--- config.mk ---
export PLATFORM = sky130hd
export DESIGN_NAME = keypad_scanner
export DESIGN_NICKNAME = d
export VERILOG_FILES = /design/src/rtl/keypad_pkg.sv /design/src/rtl/keypad_scanner_sync2.sv /design/src/rtl/keypad_scanner.sv
export SDC_FILE = /design/constraint.sdc
export NUM_CORES = 1
export LEC_CHECK = 0
export ABC_AREA = 1
export BUFFER_PORTS_ARGS = -buffer_cell sky130_fd_sc_hd__buf_2
export CAP_MARGIN = 20
export CORE_UTILIZATION = 45
export CTS_CLUSTER_DIAMETER = 150
export DETAILED_ROUTE_END_ITERATION = 16
export SYNTH_ARGS = -nofsm -noshare
export SYNTH_HDL_FRONTEND = slang
export SYNTH_HIERARCHICAL = 1
export SYNTH_SLANG_ARGS = --single-unit
--- constraint.sdc ---
create_clock -name clk -period 1.6 [get_ports clk]
set_input_delay 0.08 -clock clk [delete_from_list [all_inputs] [get_ports clk]]
set_output_delay 0.08 -clock clk [all_outputs]
set_load 0.02 [all_outputs]
--- src/rtl/keypad_pkg.sv ---
// Shared types and constants for the 4x4 keypad scanner.
package keypad_pkg;

  localparam int unsigned NUM_ROWS = 4;
  localparam int unsigned NUM_COLS = 4;

  typedef enum logic [1:0] {
    SCAN,
    DEBOUNCE,
    HELD,
    RELEASE
  } state_e;

  // Indexed [row][col]; row 0 is the top row of the keypad.
  localparam logic [3:0] KEY_MAP [NUM_ROWS][NUM_COLS] = '{
    '{4'h1, 4'h2, 4'h3, 4'hA},
    '{4'h4, 4'h5, 4'h6, 4'hB},
    '{4'h7, 4'h8, 4'h9, 4'hC},
    '{4'hE, 4'h0, 4'hF, 4'hD}
  };

  function automatic logic [1:0] lowest_low(input logic [NUM_ROWS-1:0] rows);
    logic [1:0] idx;
    logic       found;
    idx   = '0;
    found = 1'b0;
    for (int unsigned i = 0; i < NUM_ROWS; i++) begin
      if (!rows[i] && !found) begin
        idx   = 2'(i);
        found = 1'b1;
      end
    end
    return idx;
  endfunction

  function automatic logic [NUM_COLS-1:0] col_drive(input logic [1:0] col);
    return ~(4'b0001 << col);
  endfunction

endpackage

--- src/rtl/keypad_scanner_sync2.sv ---
// Two-flop synchroniser for asynchronous inputs; resets to all-ones (idle rows).
module sync2 #(
  parameter int unsigned WIDTH = 4
) (
  input  logic             clk,
  input  logic             reset,
  input  logic [WIDTH-1:0] d_i,
  output logic [WIDTH-1:0] q_o
);

  logic [WIDTH-1:0] meta_q;
  logic [WIDTH-1:0] sync_q;

  always_ff @(posedge clk) begin
    if (!reset) begin
      meta_q <= '1;
      sync_q <= '1;
    end else begin
      meta_q <= d_i;
      sync_q <= meta_q;
    end
  end

  assign q_o = sync_q;

endmodule

--- src/rtl/keypad_scanner.sv ---
// 4x4 keypad column scanner with press/release debounce and single-key lockout.
module keypad_scanner
  import keypad_pkg::*;
#(
  parameter int unsigned SCAN_DIV        = 1000,
  parameter int unsigned DEBOUNCE_CYCLES = 50000
) (
  input  logic                clk,
  input  logic                reset,
  input  logic [NUM_ROWS-1:0] rows_n,
  output logic [NUM_COLS-1:0] cols_n,
  output logic                press,
  output logic [3:0]          key
);

  localparam int unsigned MAXC = (SCAN_DIV > DEBOUNCE_CYCLES) ? SCAN_DIV : DEBOUNCE_CYCLES;
  localparam int unsigned CW   = $clog2(MAXC + 1);

  localparam logic [CW-1:0] DWELL_LAST = CW'(SCAN_DIV - 1);
  localparam logic [CW-1:0] DEB_LAST   = CW'(DEBOUNCE_CYCLES - 1);

  logic [NUM_ROWS-1:0] rows_s;
  state_e              state_q;
  logic [1:0]          col_q;
  logic [1:0]          row_q;
  logic [CW-1:0]       dwell_q;
  logic [CW-1:0]       deb_q;
  logic [NUM_COLS-1:0] cols_n_q;
  logic                press_q;
  logic [3:0]          key_q;
  logic [1:0]          col_nxt_d;
  logic                row_lvl;

  sync2 #(.WIDTH(NUM_ROWS)) u_sync (
    .clk   (clk),
    .reset (reset),
    .d_i   (rows_n),
    .q_o   (rows_s)
  );

  always_comb begin
    col_nxt_d = col_q + 2'd1;
    row_lvl   = rows_s[row_q];
  end

  // Counters compare before incrementing so neither can run past its terminal value.
  always_ff @(posedge clk) begin
    if (!reset) begin
      state_q  <= SCAN;
      col_q    <= '0;
      row_q    <= '0;
      dwell_q  <= '0;
      deb_q    <= '0;
      cols_n_q <= 4'b1110;
      press_q  <= 1'b0;
      key_q    <= '0;
    end else begin
      case (state_q)
        SCAN: begin
          if (dwell_q == DWELL_LAST) begin
            dwell_q <= '0;
            if (rows_s != '1) begin
              row_q   <= lowest_low(rows_s);
              deb_q   <= '0;
              state_q <= DEBOUNCE;
            end else begin
              col_q    <= col_nxt_d;
              cols_n_q <= col_drive(col_nxt_d);
            end
          end else begin
            dwell_q <= dwell_q + 1'b1;
          end
        end

        DEBOUNCE: begin
          if (!row_lvl) begin
            deb_q <= deb_q + 1'b1;
            if (deb_q == DEB_LAST) begin
              state_q <= HELD;
              press_q <= 1'b1;
              key_q   <= KEY_MAP[row_q][col_q];
            end
          end else begin
            state_q  <= SCAN;
            dwell_q  <= '0;
            col_q    <= col_nxt_d;
            cols_n_q <= col_drive(col_nxt_d);
          end
        end

        HELD: begin
          if (row_lvl) begin
            state_q <= RELEASE;
            deb_q   <= '0;
          end
        end

        RELEASE: begin
          if (!row_lvl) begin
            state_q <= HELD;
            deb_q   <= '0;
          end else begin
            deb_q <= deb_q + 1'b1;
            if (deb_q == DEB_LAST) begin
              state_q  <= SCAN;
              press_q  <= 1'b0;
              dwell_q  <= '0;
              col_q    <= col_nxt_d;
              cols_n_q <= col_drive(col_nxt_d);
            end
          end
        end

        default: state_q <= SCAN;
      endcase
    end
  end

  assign cols_n = cols_n_q;
  assign press  = press_q;
  assign key    = key_q;

endmodule
======== Yosys cells after proc, flatten, opt, wreduce, memory -nomap -nowiden ========
Index checks and enable logic that the tools add are counted.
cells by class
  reductions and logical operators ........ 19
  shift operators ......................... 1
  equal/unequal tests ..................... 17
  bitwise gates (word level) .............. 4
  add/sub/neg operators ................... 3
  multiplexer cells ....................... 61
  $lt $le $gt $ge ......................... 3
operators with widths
  operator                 count
  $mux W16                 10
  $pmux W16 S4             1
  $pmux W16 S3             1
  $add A16 B1 Y16 const B  2
  $bmux W16 S2             1
  $mux W2                  14
  $mux W4                  7
  $mux W1                  21
  $ne A2 B2 Y1 const B     9
  $eq A16 B10 Y1 const B   1
  $eq A16 B16 Y1 const B   1
  $pmux W4 S3              1
  $reduce_and A5 Y1        2
  $bmux W4 S2              1
  $pmux W2 S4              1
  $reduce_and A4 Y1        2
  $ge A3 B3 Y1 const B     2
  $logic_not A1 Y1         6
  $ne A3 B3 Y1 const B     2
  $not A2 Y3               2
  $pmux W2 S3              1
  $reduce_and A3 Y1        2
  $reduce_and A6 Y1        1
  $eq A2 B2 Y1 const B     2
  13 further kinds         15
storage, ports and cells
  flip-flop bits (word level) ............. 55
  bits of input ports ..................... 6

======== Logic depth before layout (Yosys ltp) ========
  word-level depth ........................ 22
  depth in mapped cells ................... 12
  mapped depth without buffers ............ 12

======== Cells and area by module ========
The synthesis kept the hierarchy.
by module, submodules not included
  module          cells an instance  seq. area each (um^2)  times used  area each (um^2)
  keypad_scanner  497                940.9                  1           3213.1
  sync2           25                 160.2                  1           225.2

======== Least setup slack after synthesis ========
No wires, ideal clock.
  path kind ............................... reg2reg
  start ................................... register dwell_q[0]
  end ..................................... register deb_q[3]
  cell stages (with the launch flop) ...... 12
  arrival time ............................ 1514 ps
  buffers on the path ..................... 1
  library setup time ...................... 119 ps
  data required time ...................... 1481 ps
  path slack .............................. -33 ps
  cells stage by stage .................... dfxtp_1 -> ha_1 -> nand2_1 -> inv_1 -> nand2_1 -> nor2_1 -> nand3_1 -> nand2_1 -> nand2_2 -> buf_6 -> o21ai_1 -> a21oi_2
on the way
  word-level cells in the longest chain between the ends .. 3
RTL lines
  what                                line                   RTL
  start: declaration                  keypad_scanner.sv:26   logic [CW-1:0] dwell_q;
  start signal: assignment            keypad_scanner.sv:71   dwell_q <= dwell_q + 1'b1;
  $eq A16 B10 Y1                      keypad_scanner.sv:60   if (dwell_q == DWELL_LAST) begin
  $ne A2 B2 Y1 (no source line)       --
  $reduce_and A4 Y1 (no source line)  --
  end signal: assignment              keypad_scanner.sv:77   deb_q <= deb_q + 1'b1;
  end signal: assignment              keypad_scanner.sv:103  deb_q <= deb_q + 1'b1;
  end: declaration                    keypad_scanner.sv:27   logic [CW-1:0] deb_q;
Every way passes these cells.
A chain may end at the register's enable or synchronous reset.

======== Worst setup path in the final report ========
  start ................................... register deb_q[12]
  end ..................................... register dwell_q[12]
on the way
  word-level cells in the longest chain between the ends .. 3
RTL lines
  what                                line                   RTL
  $eq A16 B16 Y1                      keypad_scanner.sv:104  if (deb_q == DEB_LAST) begin
  $ne A2 B2 Y1 (no source line)       --
  $reduce_and A4 Y1 (no source line)  --
Every way passes these cells.

==> impl_metrics.ini <==
[outcome]
status = finished, violations left
violations = negative setup slack

[die]
die_x_um = 89.4
start_util_pct = 46.9
io_pins = 15
coreArea_um2 = 7330
rows = 31
die_h_um = 89.4
fp.dieArea_um2 = 7990

[logic_synthesis]
syn_avg_cell_area_um2 = 6.59
async_flop_share_pct = 0
synthTopCellsByArea = dfxtp_1 (32%), nand2_1 (15%), nor2_1 (7.5%)
synthFlopType = dfxtp_1
synth_edf_count = 0
synth-warning-count = 6
syn-cell-area_um2 = 3440
yosysSeqAreaShare_pct = 32.0
synth_nets = 534
yosys.area.top_type_share_pct = 32.0
yosysUniqueCellTypes = 36
synth_seq_cells = 55
syn_inst = 522
synth_top_cell_by_area = dfxtp_1

[pwr]
power_w = 0.00241
power_density_nw_per_um2 = 515
peakVddDrop_v = 0.000520
leakagePower_nw = 2.00

[sta]
finalHoldViolations = 0
final-max-slew-violation-count = 0
whs_ps = 165
fmax_mhz = 617
post-route-period-util_pct = 101
fin_crit_ps = 1620
max_slew_margin_pct = 69.3
worstMarginPinSlew_ps = 457
setup_viol = 7
fin_skew_ps = 4.89
fin_ws_ps = -21.8
rsz0062_at_grt = yes

[clocking]
tritoncts = yes
cts.sinks = 55
cts_max_path_buffers = 2
cts_root_buf = clkbuf_8
clkTransAtPathRegs_ps = 110
clkLatencyLatePin_ps = 330
h-tree-depth = 2
cts_buffers = 5

[setup_path]
crit_path_start_kind = flip-flop
crit_arrival_ps = 1880
critPathKind = reg -> reg
cp-end-kind = flip-flop
crit_required_ps = 1860
cp_max_fo = 7

[drt]
routed_wl_um = 9080
drtIter0Drc = 192
via_per_inst = 5.09
ant_nets = 0
wire_per_inst_um = 12.8
drt-pass1-iter-count = 6
dr_total_vias = 3616
drc = 0

[final_layout]
finalNetCount = 622
diodes = 0
layout-drive-gt1-share_pct = 35.8
fin_util_pct = 63.9
syn2layout_area_growth_pct = 36.1
fin_area_um2 = 4680
final_cell_mix = nand2_1 (120), buf_4 (63), inv_1 (57), nor2_1 (57), dfxtp_1 (42)
mostFrequentLayoutCell = nand2_1

[grt]
grt_usage_pct = 22.3
gr-total-overflow = 0
grt_max_degree = 21
grt_pass1_wl_um = 13800
grt_pass1_vias = 3026
antenna_found_initial = 0

[placed_design]
gp_congestion = 0.924
postPlaceCellArea_um2 = 4010
io_buffer_count = 14
dp_hpwl_um = 6280

[flow_run]
drv_cap = 0

[min_path]
hp-class = in -> reg
## sequential cells by signal, indices dropped and copies added, names as in the netlist, named ones only
register / count
row_q: 2
key: 4
col_q: 2
cols_n: 4
u_sync/q_o: 4
u_sync/meta_q: 4
dwell_q: 16
state_q: 1
press: 1
deb_q: 16
## routing by layer
metal	up-vias	wire (um)	global-route usage (%)
met4	0	165	7.07
met3	15	441	3.97
met2	79	4230	36.2
li1	1861	-	-
met5	-	0	0
met1	1661	4250	30.2
## report_power, final
group          internal [W]  switching [W]
Clock              0.000326       0.000535
Sequential          0.00138      0.0000108
Combinational     0.0000654      0.0000909
Total               0.00178       0.000637
## logic make-up after synthesis
group	after synthesis	synth area share (%)
and+or+nand+nor	326	45.4
buffers and inverters	79	9.90
DFF	55	32.0
AOI/OAI and AO/OA	54	9.97
adders and majority gates	6	2.18
xor gates and xnor gates	2	0.510
## layout make-up
class | count | area, um2
clock inverter | 3 | 28.8
multi-input combinational | 390 | 2340
sequential | 55 | 1120
clock buffer | 5 | 68.8
fill | 654 | 2650
timing repair buffer | 90 | 724
inverter | 68 | 270
tap | 99 | 124
## path summary, 6_finish.rpt
| kind | from | endpoint | slack, ps | cells after the start |
|---|---|---|---|---|
| setup / recovery | deb_q[12] | dwell_q[12] | -20 | 8 |
| hold / removal | reset | u_sync/q_o[2] | 170 | 3 |
| setup reg to reg | deb_q[12] | dwell_q[12] | -20 | 8 |
| hold reg to reg | u_sync/meta_q[3] | u_sync/q_o[3] | 410 | 2 |
## per-stage QoR
stage          std cells  setup TNS [ps]  setup WS [ps]
3_3_place_gp         681            -216          -72.5
6_report             710           -72.1          -21.8
4_1_cts              694               0           2.41
3_5_place_dp         681            -649           -117
5_1_grt              710           -2020          -88.0
2_1_floorplan        522               0           20.4
## repair_timing
| action | in CTS | in global routing |
|---|---|---|
| setup buffers | 0 | 14 |
| endpoints found under the setup margin | 24 | 44 |
| pin swaps | 5 | 32 |
| hold endpoints to repair | 4 | 0 |
| hold buffers | 4 | 0 |
| cloned | 1 | 2 |
| resized for setup | 18 | 79 |
## worst max-delay path, stage by stage, from the launching register on
cell and delay (ps):
dfxtp_2 340, inv_1 70, nand4_1 200, nor2_4 190
nand3_4 110, a21oi_4 270, buf_12 170, nand2_1 70
a21oi_2 130
## cells in the mapped netlist (3+ instances only)
master and number:
nand2_1 136, nor2_1 69, inv_1 58, dfxtp_1 55
nand3_1 41, nand4_1 25, a21oi_1 21, nor3_1 17
nand2_2 15, o21ai_0 13, a21oi_2 12, inv_2 7
ha_1 6, nand2_4 6, nand3_2 6, clkbuf_1 4
nor2_2 4, buf_2 3
Power figures use the tool's default switching activity.
